[src/rtl/apb_master_fsm.sv]
// APB4 master: turns single-beat commands into SETUP/ACCESS transfers and
// returns read data plus error/timeout status on a valid/ready response port.
// One transfer in flight; a PREADY timeout keeps a hung slave from stalling it.
module apb_master_fsm #(
    parameter int DATA_WIDTH     = 32,
    parameter int ADDR_WIDTH     = 32,
    parameter int TIMEOUT_CYCLES = 16
) (
    input  logic                    pclk,
    input  logic                    preset,
    // command channel
    input  logic                    cmd_valid,
    output logic                    cmd_ready,
    input  logic                    cmd_write,
    input  logic [ADDR_WIDTH-1:0]   cmd_addr,
    input  logic [DATA_WIDTH-1:0]   cmd_wdata,
    input  logic [DATA_WIDTH/8-1:0] cmd_wstrb,
    input  logic [2:0]              cmd_prot,
    // response channel
    output logic                    rsp_valid,
    input  logic                    rsp_ready,
    output logic [DATA_WIDTH-1:0]   rsp_rdata,
    output logic                    rsp_err,
    output logic                    rsp_timeout,
    // APB master side
    output logic [ADDR_WIDTH-1:0]   paddr,
    output logic [2:0]              pprot,
    output logic                    pselx,
    output logic                    penable,
    output logic                    pwrite,
    output logic [DATA_WIDTH-1:0]   pwdata,
    output logic [DATA_WIDTH/8-1:0] pstrb,
    input  logic                    pready,
    input  logic [DATA_WIDTH-1:0]   prdata,
    input  logic                    pslverr
);

    localparam int STRB_WIDTH = DATA_WIDTH / 8;

    // The counter only has to reach TIMEOUT_CYCLES-1: the abort happens in the
    // ACCESS cycle where that value is seen together with pready=0.
    localparam int CNT_WIDTH = (TIMEOUT_CYCLES > 1) ? $clog2(TIMEOUT_CYCLES) : 1;
    localparam bit TIMEOUT_EN = (TIMEOUT_CYCLES > 0);
    localparam logic [CNT_WIDTH-1:0] CNT_LAST =
        CNT_WIDTH'((TIMEOUT_CYCLES > 0) ? TIMEOUT_CYCLES - 1 : 0);

    typedef enum logic [1:0] {
        IDLE   = 2'd0,
        SETUP  = 2'd1,
        ACCESS = 2'd2,
        RESP   = 2'd3
    } state_t;

    state_t               state;
    logic [CNT_WIDTH-1:0] wait_cnt;

    // Command acceptance depends on the state register alone.
    // NOTE: decoding cmd_ready from state only keeps it free of any
    // combinational path from cmd_valid, so upstream can't form a loop.
    assign cmd_ready = (state == IDLE);

    // Transfer sequencer: all APB and response outputs are registered here.
    // NOTE: non-blocking assignments throughout, so every register in this
    // block sees the pre-edge values of the others regardless of statement order.
    always_ff @(posedge pclk) begin
        if (preset) begin
            state       <= IDLE;
            wait_cnt    <= '0;
            pselx       <= 1'b0;
            penable     <= 1'b0;
            paddr       <= '0;
            pprot       <= '0;
            pwrite      <= 1'b0;
            pwdata      <= '0;
            pstrb       <= '0;
            rsp_valid   <= 1'b0;
            rsp_rdata   <= '0;
            rsp_err     <= 1'b0;
            rsp_timeout <= 1'b0;
        end else begin
            case (state)
                IDLE: begin
                    if (cmd_valid) begin
                        paddr  <= cmd_addr;
                        pprot  <= cmd_prot;
                        pwrite <= cmd_write;
                        pwdata <= cmd_wdata;
                        // APB4 requires all strobes low on a read.
                        pstrb  <= cmd_write ? cmd_wstrb : {STRB_WIDTH{1'b0}};
                        pselx  <= 1'b1;
                        state  <= SETUP;
                    end
                end

                SETUP: begin
                    penable <= 1'b1;
                    state   <= ACCESS;
                end

                ACCESS: begin
                    if (pready) begin
                        // A slave completing on the timeout cycle still wins.
                        rsp_rdata   <= pwrite ? {DATA_WIDTH{1'b0}} : prdata;
                        rsp_err     <= pslverr;
                        rsp_timeout <= 1'b0;
                        rsp_valid   <= 1'b1;
                        pselx       <= 1'b0;
                        penable     <= 1'b0;
                        wait_cnt    <= '0;
                        state       <= RESP;
                    end else if (TIMEOUT_EN && (wait_cnt == CNT_LAST)) begin
                        rsp_rdata   <= '0;
                        rsp_err     <= 1'b1;
                        rsp_timeout <= 1'b1;
                        rsp_valid   <= 1'b1;
                        pselx       <= 1'b0;
                        penable     <= 1'b0;
                        wait_cnt    <= '0;
                        state       <= RESP;
                    end else if (TIMEOUT_EN) begin
                        wait_cnt <= wait_cnt + CNT_WIDTH'(1);
                    end
                end

                RESP: begin
                    if (rsp_ready) begin
                        rsp_valid <= 1'b0;
                        wait_cnt  <= '0;
                        state     <= IDLE;
                    end
                end

                default: state <= IDLE;
            endcase
        end
    end

endmodule

[config.mk]
export PLATFORM = sky130hd
export DESIGN_NAME = apb_master_fsm
export DESIGN_NICKNAME = d
export VERILOG_FILES = /design/src/rtl/apb_master_fsm.sv
export SDC_FILE = /design/constraint.sdc
export NUM_CORES = 1
export LEC_CHECK = 0
export ABC_AREA = 0
export CAP_MARGIN = 20
export CORE_AREA = 3 3 109 111
export DETAILED_ROUTE_END_ITERATION = 8
export DIE_AREA = 0 0 112 114
export HOLD_SLACK_MARGIN = 0.06
export PLACE_DENSITY_LB_ADDON = 0.25
export SLEW_MARGIN = 20
export SYNTH_ARGS = -nofsm -noshare
export SYNTH_HDL_FRONTEND = slang
export SYNTH_SLANG_ARGS = --single-unit
[constraint.sdc]
create_clock -name pclk -period 2.1 [get_ports pclk]
set_input_delay 0.315 -clock pclk [delete_from_list [all_inputs] [get_ports pclk]]
set_output_delay 0.315 -clock pclk [all_outputs]
set_load 0.02 [all_outputs]
==> results of run 1 <==
kinds of logic (layout without fill, tap and decap cells):
kind of cell | count (synthesis) | in the layout | synth area share, %
simple gates | 238 | 238 | 25.55
compound gates | 122 | 122 | 14.46
flops | 115 | 115 | 52.59
buf+inv | 50 | 260 | 5.516
fa+ha+maj | 5 | 5 | 1.429
mux | 2 | 2 | 0.4573
area by class of cell:
class,count,share of cell area (%)
Clock buffer,24,6.811
Clock inverter,5,1.043
Inverter,4,0.2085
Multi-Input combinational cell,367,25.61
Sequential cell,115,31.97
Tap cell,140,2.433
Timing Repair Buffer,227,31.92
placed cells by master (no fill, tap or decap), types with 2 or more instances in the layout:
cell / n
sky130_fd_sc_hd__nor2_1: 3
sky130_fd_sc_hd__nand2b_1: 38
sky130_fd_sc_hd__a21oi_1: 79
sky130_fd_sc_hd__clkinv_2: 3
sky130_fd_sc_hd__bufinv_16: 2
sky130_fd_sc_hd__nor3_1: 2
sky130_fd_sc_hd__o21ai_0: 6
sky130_fd_sc_hd__a31oi_1: 3
sky130_fd_sc_hd__buf_12: 4
sky130_fd_sc_hd__ha_1: 5
sky130_fd_sc_hd__nand2_1: 146
sky130_fd_sc_hd__nor2b_1: 2
sky130_fd_sc_hd__buf_4: 5
sky130_fd_sc_hd__dfxtp_1: 115
sky130_fd_sc_hd__nand3_1: 6
sky130_fd_sc_hd__clkbuf_1: 2
sky130_fd_sc_hd__clkdlybuf4s50_1: 217
sky130_fd_sc_hd__clkbuf_8: 6
sky130_fd_sc_hd__nand4_1: 33
sky130_fd_sc_hd__or4_1: 2
sky130_fd_sc_hd__o21a_1: 2
sky130_fd_sc_hd__inv_1: 4
sky130_fd_sc_hd__o21ai_1: 28
sky130_fd_sc_hd__mux2i_1: 2
sky130_fd_sc_hd__clkbuf_16: 16
final timing paths:
kind	from	end	slack (ns)	depth (start not counted)
hold / removal	preset	pwdata[25]	0.33	2
hold reg to reg	pstrb[1]	pstrb[1]	0.45	2
setup reg to reg	state[1]	wait_cnt[2]	0.40	4
setup / recovery	state[0]	cmd_ready	0.20	3
per-stage QoR:
step / setup WS [ns] / instances / instance area (um2)
after floorplan: 0.5535 / 532 / 4378
after CTS: 0.1613 / 882 / 7201
final: 0.2041 / 882 / 7201
after global routing: 0.1034 / 882 / 7201
after detailed placement: 0.2674 / 853 / 6636
after global placement: 0.3113 / 853 / 6636
power breakdown:
| group | switching (mW) | internal, mW | total, mW |
|---|---|---|---|
| logic | 1.45 | 1.14 | 2.59 |
| registers | 0.190 | 2.53 | 2.72 |
| clock network | 0.920 | 1.82 | 2.74 |
| total | 2.56 | 5.48 | 8.04 |
flip-flops by register name, indices dropped and copies added, names as in the netlist:
register and count:
rsp_timeout 1, paddr 32, pwdata 32, penable 1, pprot 3, rsp_valid 1, rsp_rdata 32, rsp_err 1
wait_cnt 4, pwrite 1, state 2, pselx 1, pstrb 4
per-layer routing:
metal	GRT usage [%]	vias to the layer above	wire length (um)
met1	23.49	2045	5255
met4	7.372	0	265
met5	0	-	0
met2	33.33	173	6208
met3	9.814	19	1355
li1	-	2183	-
==> parameters.txt, run 1 <==
Parameter                              Value

GRT
  Pin count of the biggest net entering global routing ... 74
  Initial antenna violation count ... 0
  Global-route wire length before repair ... 21320 um
  Number of global-route vias before repair ... 4454
  Total congestion overflow after global routing ... 0
  GRT Total Usage ... 20.43%

Synthesis
  Ys flop type ... sky130_fd_sc_hd__dfxtp_1
  Dominant cell type by area after synthesis ... sky130_fd_sc_hd__dfxtp_1
  Count leader, synth ... sky130_fd_sc_hd__nand2_1
  Sequential element share of the synthesized area ... 52.59%
  Top post-synthesis cells by count ... sky130_fd_sc_hd__nand2_1, sky130_fd_sc_hd__dfxtp_1, sky130_fd_sc_hd__a21oi_1
  Warning count from the yosys run ... 0
  Post-synthesis average cell area ... 8.229 um2
  Synth Net Count ... 647
  Fraction of post-synthesis cell area in the top cell type by area ... 52.59%
  Count of unique library cells instantiated by Yosys ... 31
  Gate Count Post-Synth ... 532
  Synth area leaders ... sky130_fd_sc_hd__dfxtp_1, sky130_fd_sc_hd__nand2_1, sky130_fd_sc_hd__a21oi_1
  Synthesized flop and latch total ... 115
  Async set-reset flop share out of synthesis ... 0%
  Post-synth EDFFs ... 0
  Area of the mapped netlist ... 0.004378 mm2

Timing
  Worst-margin pin slew ... 0.5872 ns
  Worst setup skew after layout ... 0.01183 ns
  Period Utilization, post-route ... 90.28%
  Headroom to the max-slew limit ... 60.85%
  Final TNS setup ... 0 ns
  Number of hold violations in the final report ... 0
  RSZ-0062 raised after global routing ... false
  Post-route worst hold slack ... 0.3271 ns
  Final critical-path required period ... 1.896 ns
  Timing-limited maximum frequency ... 527.5 MHz
  Slew Limit Fails ... 0
  Final setup violation count ... 0

Detailed routing
  DRC viols ... 0
  Via density per instance ... 5.011
  Total number of vias ... 4420
  First-pass iteration count of the detailed router ... 4
  Detailed Route WL ... 13080 um
  Routed wirelength normalized by instance count ... 14.83 um
  Antenna Violating Nets Remaining ... 0
  1st-iter DRT viols ... 237

Critical path
  WS Path Type ... reg -> out
  Critical path data required time ... 1.78 ns
  Chain of cells forming the critical path ... inv_1, ha_1, dlygate4sd2_1
  Worst Path Buf+Inv ... 2
  Nature of the critical path startpoint ... register
  Arrival time worst endpoint ... 1.58 ns
  Critical-path cell with the highest stage delay ... sky130_fd_sc_hd__dfxtp_1
  Delay of the slowest cell on the worst path ... 0.38 ns
  Highest fanout seen on the critical path ... 5
  Worst setup EP type ... output pin
  Cell class contributing the biggest share of worst-path delay ... buffers and inverters

Hold path
  Hold Path Class ... in -> reg

Power and ir drop
  PD cells ... 1117 mW/mm2
  Maximum resistive drop on vdd ... 0.0006099 V
  Power consumption ... 8.043 mW
  Leak ... 2.606 nW

Clock network
  Count of instances resized after the clock tree is built ... 1
  Level count of the clock H-tree ... 4
  Num Clock Sinks ... 115
  Post-CTS setup-driven buffer insertion count ... 0
  CTS tree ... done
  Clock Path Buffers ... 2
  Reg clk slew, reported paths ... 0.05 ns
  Total CTS buffers ... 17
  Master cell of the clock root buffer ... sky130_fd_sc_hd__clkbuf_8
  Worst-Skew Late Latency ... 0.51 ns
  Number of hold buffers added after cts ... 0

Floorplanning
  Total Die Area ... 0.01277 mm2
  Horizontal extent of the die ... 112 um
  Initial Utilization ... 40.21%
  Core area ... 0.01089 mm2
  I/O pin count ... 220
  Die Y ... 114 um
  Standard-cell rows ... 38

Finish
  Layout-stage area growth over the synthesis result ... 64.48%
  Number of nets in the layout ... 847
  Layout fillers ... 920
  Layout Utilization ... 66.13%
  Area of the multi-input gates ... 0.001844 mm2
  Antenna fix cells ... 0
  Register area ... 0.002302 mm2
  Share of post-route cells with drive strength above 1 ... 5.391%

Run
  Max-cap violations ... 0

Status
  Status ... completed

Place
  Number of port buffers ... 219
  Final HPWL from detailed placement ... 8924 um
  Final weighted congestion of routability-driven global placement ... 0.7686
No activity file was read; power rests on OpenSTA's default activity.
==> inputs of run 2 (changes only) <==
--- a/config.mk
+++ b/config.mk
@@ -8,6 +8,7 @@
 export ABC_AREA = 0
 export CAP_MARGIN = 20
 export CORE_AREA = 3 3 109 111
+export CTS_CLUSTER_SIZE = 40
 export DETAILED_ROUTE_END_ITERATION = 8
 export DIE_AREA = 0 0 112 114
 export HOLD_SLACK_MARGIN = 0.06
==> results of run 2 <==
No change in the layout: final DEF, timing and power equal those of run 1.
==> inputs of run 3 (changes only) <==
==> constraint.sdc (replaced) <==
create_clock -name pclk -period 1.84 [get_ports pclk]
set_input_delay 0.276 -clock pclk [delete_from_list [all_inputs] [get_ports pclk]]
set_output_delay 0.276 -clock pclk [all_outputs]
set_load 0.02 [all_outputs]
==> parameters.txt, run 3 (same netlist as run 1, synthesis figures left out) <==
Parameter                              Value

Finish
  Share of post-route cells with drive strength above 1 ... 6.417% (+1.0 points)
  Antenna fix cells ... 0 (unchanged)
  Most frequent cells in the layout ... sky130_fd_sc_hd__clkdlybuf4s50_1, sky130_fd_sc_hd__nand2_1, sky130_fd_sc_hd__dfxtp_1, sky130_fd_sc_hd__a21oi_1, sky130_fd_sc_hd__nand2b_1
  Layout-stage area growth over the synthesis result ... 65.70%
  Number of nets in the layout ... 850 (+0.35%)
  Leading registers by flop count ... paddr: 32 flops, pwdata: 32 flops, rsp_rdata: 32 flops
  Final instance area ... 0.007254 mm2 (+0.75%)
  Most common library cell in the layout ignoring fill and taps ... sky130_fd_sc_hd__clkdlybuf4s50_1

Timing
  Period Utilization, post-route ... 96.72%
  Final setup violation count ... 0 (unchanged)
  Number of hold violations in the final report ... 0 (unchanged)
  Worst setup skew after layout ... 0.004721 ns (-0.007104 ns)
  RSZ-0062 raised after global routing ... false
  Post-route worst hold slack ... 0.1895 ns (-0.1377 ns)
  Final TNS setup ... 0 ns (unchanged)
  Worst-margin pin slew ... 0.4113 ns (-0.1760 ns)
  Slew Limit Fails ... 0 (unchanged)
  Final critical-path required period ... 1.780 ns
  Timing-limited maximum frequency ... 561.9 MHz
  Worst setup margin ... 0.06035 ns (-0.1438 ns)
  Headroom to the max-slew limit ... 71.80% (+11 points)

Clock network
  Reg clk slew, reported paths ... 0.05 ns (about the same)
  Num Clock Sinks ... 115 (unchanged)
  Clock Path Buffers ... 2 (unchanged)
  Number of hold buffers added after cts ... 0 (unchanged)
  Master cell of the clock root buffer ... sky130_fd_sc_hd__clkbuf_8
  Total CTS buffers ... 17 (unchanged)
  Level count of the clock H-tree ... 4 (unchanged)
  CTS tree ... done
  Worst-Skew Late Latency ... 0.50 ns (about the same)

Status
  Status ... completed

Place
  Worst setup timing slack at the placement stage ... 0.04174 ns (-0.2256 ns)
  Final weighted congestion of routability-driven global placement ... 0.7804 (+1.5%)
  Final HPWL from detailed placement ... 9199 um (+3.1%)
  Placed inst area ... 0.006671 mm2 (+0.53%)
  Number of port buffers ... 219 (unchanged)

Floorplanning
  Standard-cell rows ... 38 (unchanged)
  Horizontal extent of the die ... 112 um (unchanged)
  Die Y ... 114 um (unchanged)
  Total Die Area ... 0.01277 mm2 (unchanged)
  Core area ... 0.01089 mm2 (unchanged)
  Initial Utilization ... 40.21% (unchanged)
  I/O pin count ... 220 (unchanged)

Run
  Max-cap violations ... 0 (unchanged)

GRT
  Total congestion overflow after global routing ... 0 (unchanged)
  Pin count of the biggest net entering global routing ... 73 (-1.4%)
  Initial antenna violation count ... 0 (unchanged)
  Number of global-route vias before repair ... 4441 (-0.29%)
  Global-route wire length before repair ... 21690 um (+1.7%)
  GRT Total Usage ... 20.86% (+0.43 points)

Critical path
  Worst setup EP type ... output pin
  WS Path Type ... reg -> out
  Critical-path cell with the highest stage delay ... sky130_fd_sc_hd__clkdlybuf4s50_1
  Cell class contributing the biggest share of worst-path delay ... buffers and inverters
  Arrival time worst endpoint ... 1.50 ns (-0.08 ns)
  Chain of cells forming the critical path ... clkdlybuf4s50_1
  Delay of the slowest cell on the worst path ... 0.64 ns (+0.26 ns)
  Worst Path Buf+Inv ... 1 (-1)
  Highest fanout seen on the critical path ... 3 (-2)
  Critical path data required time ... 1.56 ns (-0.22 ns)
  Nature of the critical path startpoint ... register

Detailed routing
  First-pass iteration count of the detailed router ... 4 (unchanged)
  Via density per instance ... 4.946 (-1.3%)
  Detailed Route WL ... 13260 um (+1.4%)
  1st-iter DRT viols ... 269 (+14%)
  Total number of vias ... 4392 (-0.63%)
  DRC viols ... 0 (unchanged)
  Antenna Violating Nets Remaining ... 0 (unchanged)
  Routed wirelength normalized by instance count ... 14.93 um (+0.67%)

Hold path
  Hold Path Class ... in -> reg

Power and ir drop
  Power consumption ... 9.296 mW (+16%)
  Leak ... 2.628 nW (+0.84%)
  PD cells ... 1281 mW/mm2 (+15%)
  Maximum resistive drop on vdd ... 0.0008536 V (+40%)
## run 3: changes by cell type in the layout (fill, tap and decap cells not counted), moves of 2 or more
| cell | previous run | this run |
|---|---|---|
| sky130_fd_sc_hd__clkbuf_8 | 6 | 3 |
| sky130_fd_sc_hd__buf_4 | 5 | 7 |
| sky130_fd_sc_hd__clkinv_2 | 3 | 5 |
| sky130_fd_sc_hd__ha_1 | 5 | 3 |
| sky130_fd_sc_hd__ha_2 | 0 | 2 |
## run 3: power by group
group,internal [mW],switching (mW)
clock network,2.12,1.09
registers,2.89,0.217
logic,1.31,1.67
## run 3: final cells by class
cell class              count  area [um2]
fillers                   927        3633
inverters                   4       15.01
repair buffers            230        2328
multi-input cells         367        1849
flip-flops and latches    115        2302
well taps                 140       175.2
clock buffers              22       452.9
clock inverters            10       131.4
## run 3: worst paths after layout
kind / from / to / slack [ns] / depth (start not counted)
worst max-delay path: rsp_valid / rsp_valid / 0.06 / 1
worst min-delay path: preset / pwrite / 0.19 / 2
worst max register to register: state[0] / wait_cnt[2] / 0.12 / 5
worst min register to register: paddr[8] / paddr[8] / 0.45 / 2
## run 3: timing repair
| action | 4_1_cts | 5_1_grt |
|---|---|---|
| resized for setup | 5 | 2 |
| pin swaps | 0 | 0 |
| setup endpoints to repair | 2 | 1 |
| buffers inserted | 0 | 0 |
## run 3: layer usage
layer / track usage (%) / wire, um
met2: 35.13 / 6394
met5: 0 / 0
met3: 8.912 / 1292
met1: 23.24 / 5210
met4: 8.814 / 364
## run 3: per-stage QoR
step / cells / utilization (%)
after detailed placement: 856 / 61.27
final: 888 / 66.63
after floorplan: 532 / -
after global routing: 888 / 66.63
after CTS: 888 / 66.58
after global placement: 856 / 61.27
